--- src/rtl/bsg_mcl_word_assembler.sv ---
// bsg_mcl_word_assembler: packs els_p AXIL words into one manycore packet; stats counters enabled by BSG_MCL_WORD_ASSEMBLER_STATS_EN
module bsg_mcl_word_assembler #(
  parameter int word_width_p = 32,
  parameter int els_p = 4,
  parameter int cnt_width_p = 32
) (
  input  logic                            clk_i,
  input  logic                            reset_i,
  input  logic                            v_i,
  input  logic [word_width_p-1:0]         data_i,
  output logic                            ready_o,
  input  logic                            flush_i,
  output logic                            v_o,
  output logic [word_width_p*els_p-1:0]   data_o,
  input  logic                            ready_i,
  output logic [$clog2(els_p+1)-1:0]      word_cnt_o,
  output logic [cnt_width_p-1:0]          pkt_cnt_o,
  output logic [cnt_width_p-1:0]          drop_cnt_o
);
  localparam int wc_width_lp = $clog2(els_p+1);
  localparam int idx_width_lp = $clog2(els_p);
  typedef enum logic {FILL, HOLD} state_e;
  state_e state_q, state_d;
  logic [wc_width_lp-1:0] word_cnt_q, word_cnt_d;
  logic [els_p-1:0][word_width_p-1:0] asm_q, pkt_w, out_q;
  logic out_v_q, out_v_d;
  logic accept, last, out_free, load, drop;
  assign accept = v_i & ready_o;
  assign last = accept & (word_cnt_q == wc_width_lp'(els_p-1));
  assign out_free = ~out_v_q | ready_i;
  assign load = (last & out_free) | ((state_q == HOLD) & ready_i);
  assign drop = flush_i & (state_q == FILL) & (word_cnt_q != '0);
  assign v_o = out_v_q;
  assign data_o = out_q;
  assign word_cnt_o = word_cnt_q;
  // control state: fill/hold state, word count and output-valid flag
  always_ff @(posedge clk_i or posedge reset_i)
    if (reset_i) begin
      state_q <= FILL;
      word_cnt_q <= '0;
      out_v_q <= 1'b0;
    end else begin
      state_q <= state_d;
      word_cnt_q <= word_cnt_d;
      out_v_q <= out_v_d;
    end
  // next state: a completed packet either goes straight out or waits in HOLD
  always_comb begin
    state_d = state_q;
    word_cnt_d = word_cnt_q;
    if (state_q == HOLD) begin
      state_d = ready_i ? FILL : HOLD;
      word_cnt_d = ready_i ? '0 : word_cnt_q;
    end else if (drop)
      word_cnt_d = '0;
    else if (last) begin
      state_d = out_free ? FILL : HOLD;
      word_cnt_d = out_free ? '0 : wc_width_lp'(els_p);
    end else if (accept)
      word_cnt_d = word_cnt_q + wc_width_lp'(1);
  end
  // outputs: handshake toward upstream and output-register occupancy
  always_comb begin
    ready_o = ~reset_i & (state_q == FILL) & ~flush_i;
    out_v_d = load | (out_v_q & ~ready_i);
  end
  // packet image: in FILL the final word comes straight from data_i
  always_comb begin
    pkt_w = asm_q;
    if (state_q == FILL) pkt_w[els_p-1] = data_i;
  end
  // data registers carry no reset; validity lives in the control state
  always_ff @(posedge clk_i) begin
    if (accept) asm_q[word_cnt_q[idx_width_lp-1:0]] <= data_i;
    if (load) out_q <= pkt_w;
  end
`ifdef BSG_MCL_WORD_ASSEMBLER_STATS_EN
  logic [cnt_width_p-1:0] pkt_cnt_q, drop_cnt_q;
  // saturating counters of delivered packets and flushed partials
  always_ff @(posedge clk_i or posedge reset_i)
    if (reset_i) begin
      pkt_cnt_q <= '0;
      drop_cnt_q <= '0;
    end else begin
      if (out_v_q & ready_i & ~&pkt_cnt_q) pkt_cnt_q <= pkt_cnt_q + cnt_width_p'(1);
      if (drop & ~&drop_cnt_q) drop_cnt_q <= drop_cnt_q + cnt_width_p'(1);
    end
  assign pkt_cnt_o = pkt_cnt_q;
  assign drop_cnt_o = drop_cnt_q;
`else
  assign pkt_cnt_o = '0;
  assign drop_cnt_o = '0;
`endif
endmodule

--- config.mk ---
export PLATFORM = sky130hd
export DESIGN_NAME = bsg_mcl_word_assembler
export DESIGN_NICKNAME = d
export VERILOG_FILES = /design/src/rtl/bsg_mcl_word_assembler.sv
export SDC_FILE = /design/constraint.sdc
export NUM_CORES = 1
export LEC_CHECK = 0
export ABC_AREA = 1
export BUFFER_PORTS_ARGS = -buffer_cell sky130_fd_sc_hd__buf_2
export CAP_MARGIN = 30
export CORE_MARGIN = 3
export CORE_UTILIZATION = 23
export CTS_CLUSTER_SIZE = 30
export DETAILED_ROUTE_END_ITERATION = 7
export GPL_TIMING_DRIVEN = 0
export PLACE_DENSITY_LB_ADDON = 0.3
export SLEW_MARGIN = 20
export SYNTH_ARGS = -nofsm -noshare
export SYNTH_HDL_FRONTEND = slang
export SYNTH_SLANG_ARGS = --single-unit
--- constraint.sdc ---
create_clock -name clk_i -period 12.5 [get_ports clk_i]
set_clock_uncertainty 0.2 [all_clocks]
set_input_delay 1.25 -clock clk_i [delete_from_list [all_inputs] [get_ports clk_i]]
set_output_delay 1.25 -clock clk_i [all_outputs]
set_load 0.02 [all_outputs]
# Yosys cells after proc, flatten, opt, wreduce, memory -nomap -nowiden
# Cells that the tools add are included.
# Widths: inputs -> output; s select.
[totals]
inputBits = 37
regBits = 261
output_inout_bits = 197
[classes]
bitwise_logic = 17
n_lt_le_gt_ge = 2
mux = 15
addsub = 1
reduce_logical = 4
n_eq_ne = 2
[op_table]
columns = ["op", "n"]
rows = [
  ["$bwmux 128", 1],
  ["$demux 32 s2", 1],
  ["$mux 32", 2],
  ["$mux 3", 6],
  ["$and 1x1->1", 9],
  ["$mux 1", 5],
  ["$not 1->1", 5],
  ["$reduce_bool 4->1", 1],
  ["$add 3x1->3 const B", 1],
  ["$eq 3x2->1 const B", 1],
  ["$lt 2x3->1 const B", 1],
  ["$or 1x1->1", 3],
  ["$reduce_bool 3->1", 1],
  ["$ge 2x1->1 const B", 1],
  ["$ne 2x2->1 const B", 1],
  ["$reduce_and 2->1", 1],
  ["$logic_and 1x1->1", 1],
]

# Longest topological paths before layout
[logic_depth]
ltp_word = 8
depth_mapped = 8
ltp_nobuf = 8

# Worst setup path after synthesis
# OpenSTA, ideal clock, no wires.
[synth_path]
kind = "input-to-reg"
start = "in ready_i"
end = "reg out_q, in the netlist data_o[0], enable pin"
cell_stages = 2
setup_slack_ns = 1.255
t_arrival_ns = 10.253
setup_time_ns = 0.792
t_required_ns = 11.508
path_cell_list = "inv_1 -> o21ai_0"
[synth_via]
elab_chain_cells = 3
elab_cells_between_ends = 4
cone_classes = "4 x bitwise"
[synth_rtl]
columns = ["element", "line_no", "rtl"]
rows = [
  ["from (decl)", "15", "input logic ready_i,"],
  ["$or 1x1->1", "30", "assign out_free = ~out_v_q | ready_i;"],
  ["$and 1x1->1", "31", "assign load = (last & out_free) | ((state_q == HOLD) & ready_i);"],
  ["$or 1x1->1 (*)", "31", ""],
  ["via load", "27", "logic accept, last, out_free, load, drop;"],
  ["to (signal assigned)", "75", "if (load) out_q <= pkt_w;"],
  ["to (decl)", "25", "logic [els_p-1:0][word_width_p-1:0] asm_q, pkt_w, out_q;"],
]
# The timed path passes the listed nets; every way through them passes the cells marked *.
# A chain may end at the register's enable or synchronous reset.

# Worst setup path after layout
[layout_path]
start = "in flush_i"
end = "out ready_o"
[layout_via]
elab_chain_cells = 2
[layout_rtl]
columns = ["element", "line_no", "rtl"]
rows = [
  ["from (decl)", "12", "input logic flush_i,"],
  ["$not 1->1", "64", "ready_o = ~reset_i & (state_q == FILL) & ~flush_i;"],
  ["$and 1x1->1", "64", ""],
  ["to (decl)", "11", "output logic ready_o,"],
]
# Every way passes these cells.

==> summary.txt <==
STA
  • Finish-stage setup viols: 0
  • Slew HR: 0.530
  • Final Cycle Share: 0.265
  • Min cycle time layout: about 3.3 ns
  • RSZ-0062 raised after global routing: false
  • Final max-slew violation count: 0
  • Final hold vios: 0
  • Slew @ Worst Pin: 0.704 ns
  • Max Clock Freq: 0.302 GHz

Run
  • Max cap viols: 0

Global routing
  • GRT overflow: 0
  • Largest net degree at the start of global routing: 25
  • Initial antenna violation count: 1
  • First-pass GRT wire length: about 28,000 µm
  • Vias in the first global route: approximately 4,600
  • Total GRT Usage: 0.0896

Setup path
  • WP data required: between 10 and 15 ns
  • Crit path DAT: about 1.9 ns
  • Crit Reg-Reg Startpoint: word_cnt_o[1]
  • Buf+Inv Stages, Crit Path: 3
  • Crit path max-delay family: buffers and inverters
  • CP startpoint: flush_i
  • CP Launch Type: input port
  • Critical Path End Type: output port
  • Slowest stage delay, CP: about 0.19 ns
  • Worst path most repeated cell: buf_2
  • Cell Chain, Critical Path: buf_2 -> nor2_8 -> inv_1 -> nor2_1 -> buf_2
  • CP Max Fanout: 3
  • CP Class: input port to output port
  • Slowest-stage cell, CP: buf_2

Power
  • Pwr Density: 164 nW/µm²
  • Power, Total: between 0.0015 and 0.002 W
  • Maximum vdd drop: 0.0000794 V
  • Pleak: about 4.6 nW

Detailed routing
  • Drt initial violations: between 150 and 200
  • Vias/cell: about 3.5
  • Routed WL per cell: around 15 µm
  • Routed Antenna Nets: 0
  • DRT Wirelength: 19,100 µm
  • Vias: approximately 4,500
  • Residual DRC: 0
  • First-pass DRT Iterations: 4

Synth
  • Synth warn: 0
  • Asr flop ratio synth: 0.0192
  • Synth area leaders: edfxtp_1, buf_4, nand2_1, dfrtp_1, ha_1
  • Top cell type's share of synthesized area: 0.858
  • Most instantiated library cell after synthesis: edfxtp_1
  • Synth Cell Area: about 9000 µm²
  • Post-synth top area cell: edfxtp_1
  • Synth top cells by count: edfxtp_1, nand2_1, buf_4
  • FF+latch count, synth: roughly 260
  • Cell count after synthesis: roughly 480
  • Syn Area/Cell: approximately 19 µm²
  • Post-synth EDFFs: ~260
  • Main flop type after synthesis: edfxtp_1
  • Sequential element share of the synthesized area: 0.871
  • Distinct cell type count after synthesis: 18

Placed design
  • Port Buffers: around 170
  • Cell Area, Placed: between 10,000 and 15,000 µm²
  • Placer congestion estimate: about 0.65
  • DPL Wire Length: roughly 13,000 µm

CTS
  • Worst-path clk slew: approximately 0.06 ns
  • CTS tree: done
  • Setup Buffers After CTS: 0
  • Root Buffer: clkbuf_16
  • Clk buf depth: 3
  • Skew-Pair Late Insertion Delay: roughly 0.54 ns
  • Cts repair resizes: 0
  • CTS Hold Buffers Added: 0
  • Clock buffer count from CTS: 28
  • Total clock sinks: around 260
  • CTS H-tree lvls: 1

Floorplan
  • Row Count: 71
  • Die X: 203 µm
  • IO Count: ~230
  • Initial core utilization: 0.236
  • CORE AREA: about 38,000 µm²
  • DIE HEIGHT: between 200 and 250 µm
  • Die area: 41,400 µm²

Cells and area
  • Final layout net count: approximately 790
  • # diodes: 0
  • Final Cell Area: approximately 12,000 µm²
  • Layout overhead on the synthesized area: 33.5%
  • Layout cells sized above 1: 0.388

Hold path
  • Worst Hold Launch: asm_q[79]
  • Hold Crit Class: flip-flop to flip-flop

Status
  • Status: complete, no violations
## cell families after synthesis
family          synth area share
buf+inv                   0.0636
fa+ha+maj                0.00698
flops                      0.871
other cells             0.000418
compound gates           0.00195
simple gates              0.0555
## per-stage QoR
step,utilization,hold WS (ns),TNS (ns),worst slack (ns),cells
after floorplan,-,0.200,0,1.26,539
after global routing,0.315,0.216,0,9.15,1282
after CTS,0.315,0.207,0,9.17,1282
final,0.315,0.208,0,9.19,1282
after global placement,0.281,0.201,-472.53,-3.70,1219
after detailed placement,0.290,0.205,0,8.80,1231
## layer usage
metal / global-route usage / wire length [µm] / up-vias / part of all wire
li1: - / - / 2131 / -
met5: 0 / 13 / - / 0.00068
met4: 0.0295 / 465 / 2 / 0.024
met3: 0.0244 / 1290 / 37 / 0.067
met1: 0.109 / 7910 / 2130 / 0.41
met2: 0.155 / 9470 / 163 / 0.49
## cell usage in the layout, fill, tap and decap left out, types with 5 or more instances in the layout
cell type / count
dfrtp_1: 5
nand2_1: 109
edfxtp_1: 256
buf_4: 64
inv_1: 12
ha_1: 5
clkbuf_16: 29
buf_16: 10
clkinv_1: 7
conb_1: 64
buf_2: 175
clkbuf_1: 6
## path summary, 6_finish.rpt
check | to | slack, ns | depth (start not counted)
setup / recovery | ready_o | 9.19 | 5
hold / removal | data_o[79] | 0.21 | 0
setup reg to reg | data_o[12] | 9.78 | 10
hold reg to reg | data_o[79] | 0.21 | 0
max in group asynchronous | word_cnt_o[1] | 11.39 | 2
min in group asynchronous | v_o | 0.47 | 2
## where the power goes
part / total (W) / switching [W] / internal [W] / leakage [nW]
Combinational: 0.000129 / 0.0000848 / 0.0000440 / 1.81
Clock: 0.000831 / 0.000326 / 0.000506 / 0.449
Sequential: 0.00100 / 0.00000931 / 0.000991 / 2.38
Total: 0.00196 / 0.000420 / 0.00154 / 4.63
## layout make-up
class | instances | area [µm²]
fill | 3816 | 26100
sequential | 261 | 7810
timing repair buffer | 181 | 1160
multi-input combinational | 194 | 860
clock buffer | 35 | 748
tap | 511 | 639
buffer | 71 | 522
clock inverter | 16 | 185
inverter | 13 | 48.8
## registers in the layout (all words and copies together), names as in the netlist
name / cells
word_cnt_o: 3
asm_q: 128
state_q: 1
data_o: 128
v_o: 1
## worst reg2reg max path, stage by stage (launching register included)
cell and delay (ns):
dfrtp_1 0.43, ha_1 0.21, ha_1 0.19, inv_1 0.09, nor2_2 0.10, nand2_1 0.12, o21ai_4 0.27, buf_16 0.24
buf_16 0.19, buf_16 0.18, buf_16 0.18
No activity file was read; power rests on OpenSTA's default activity.
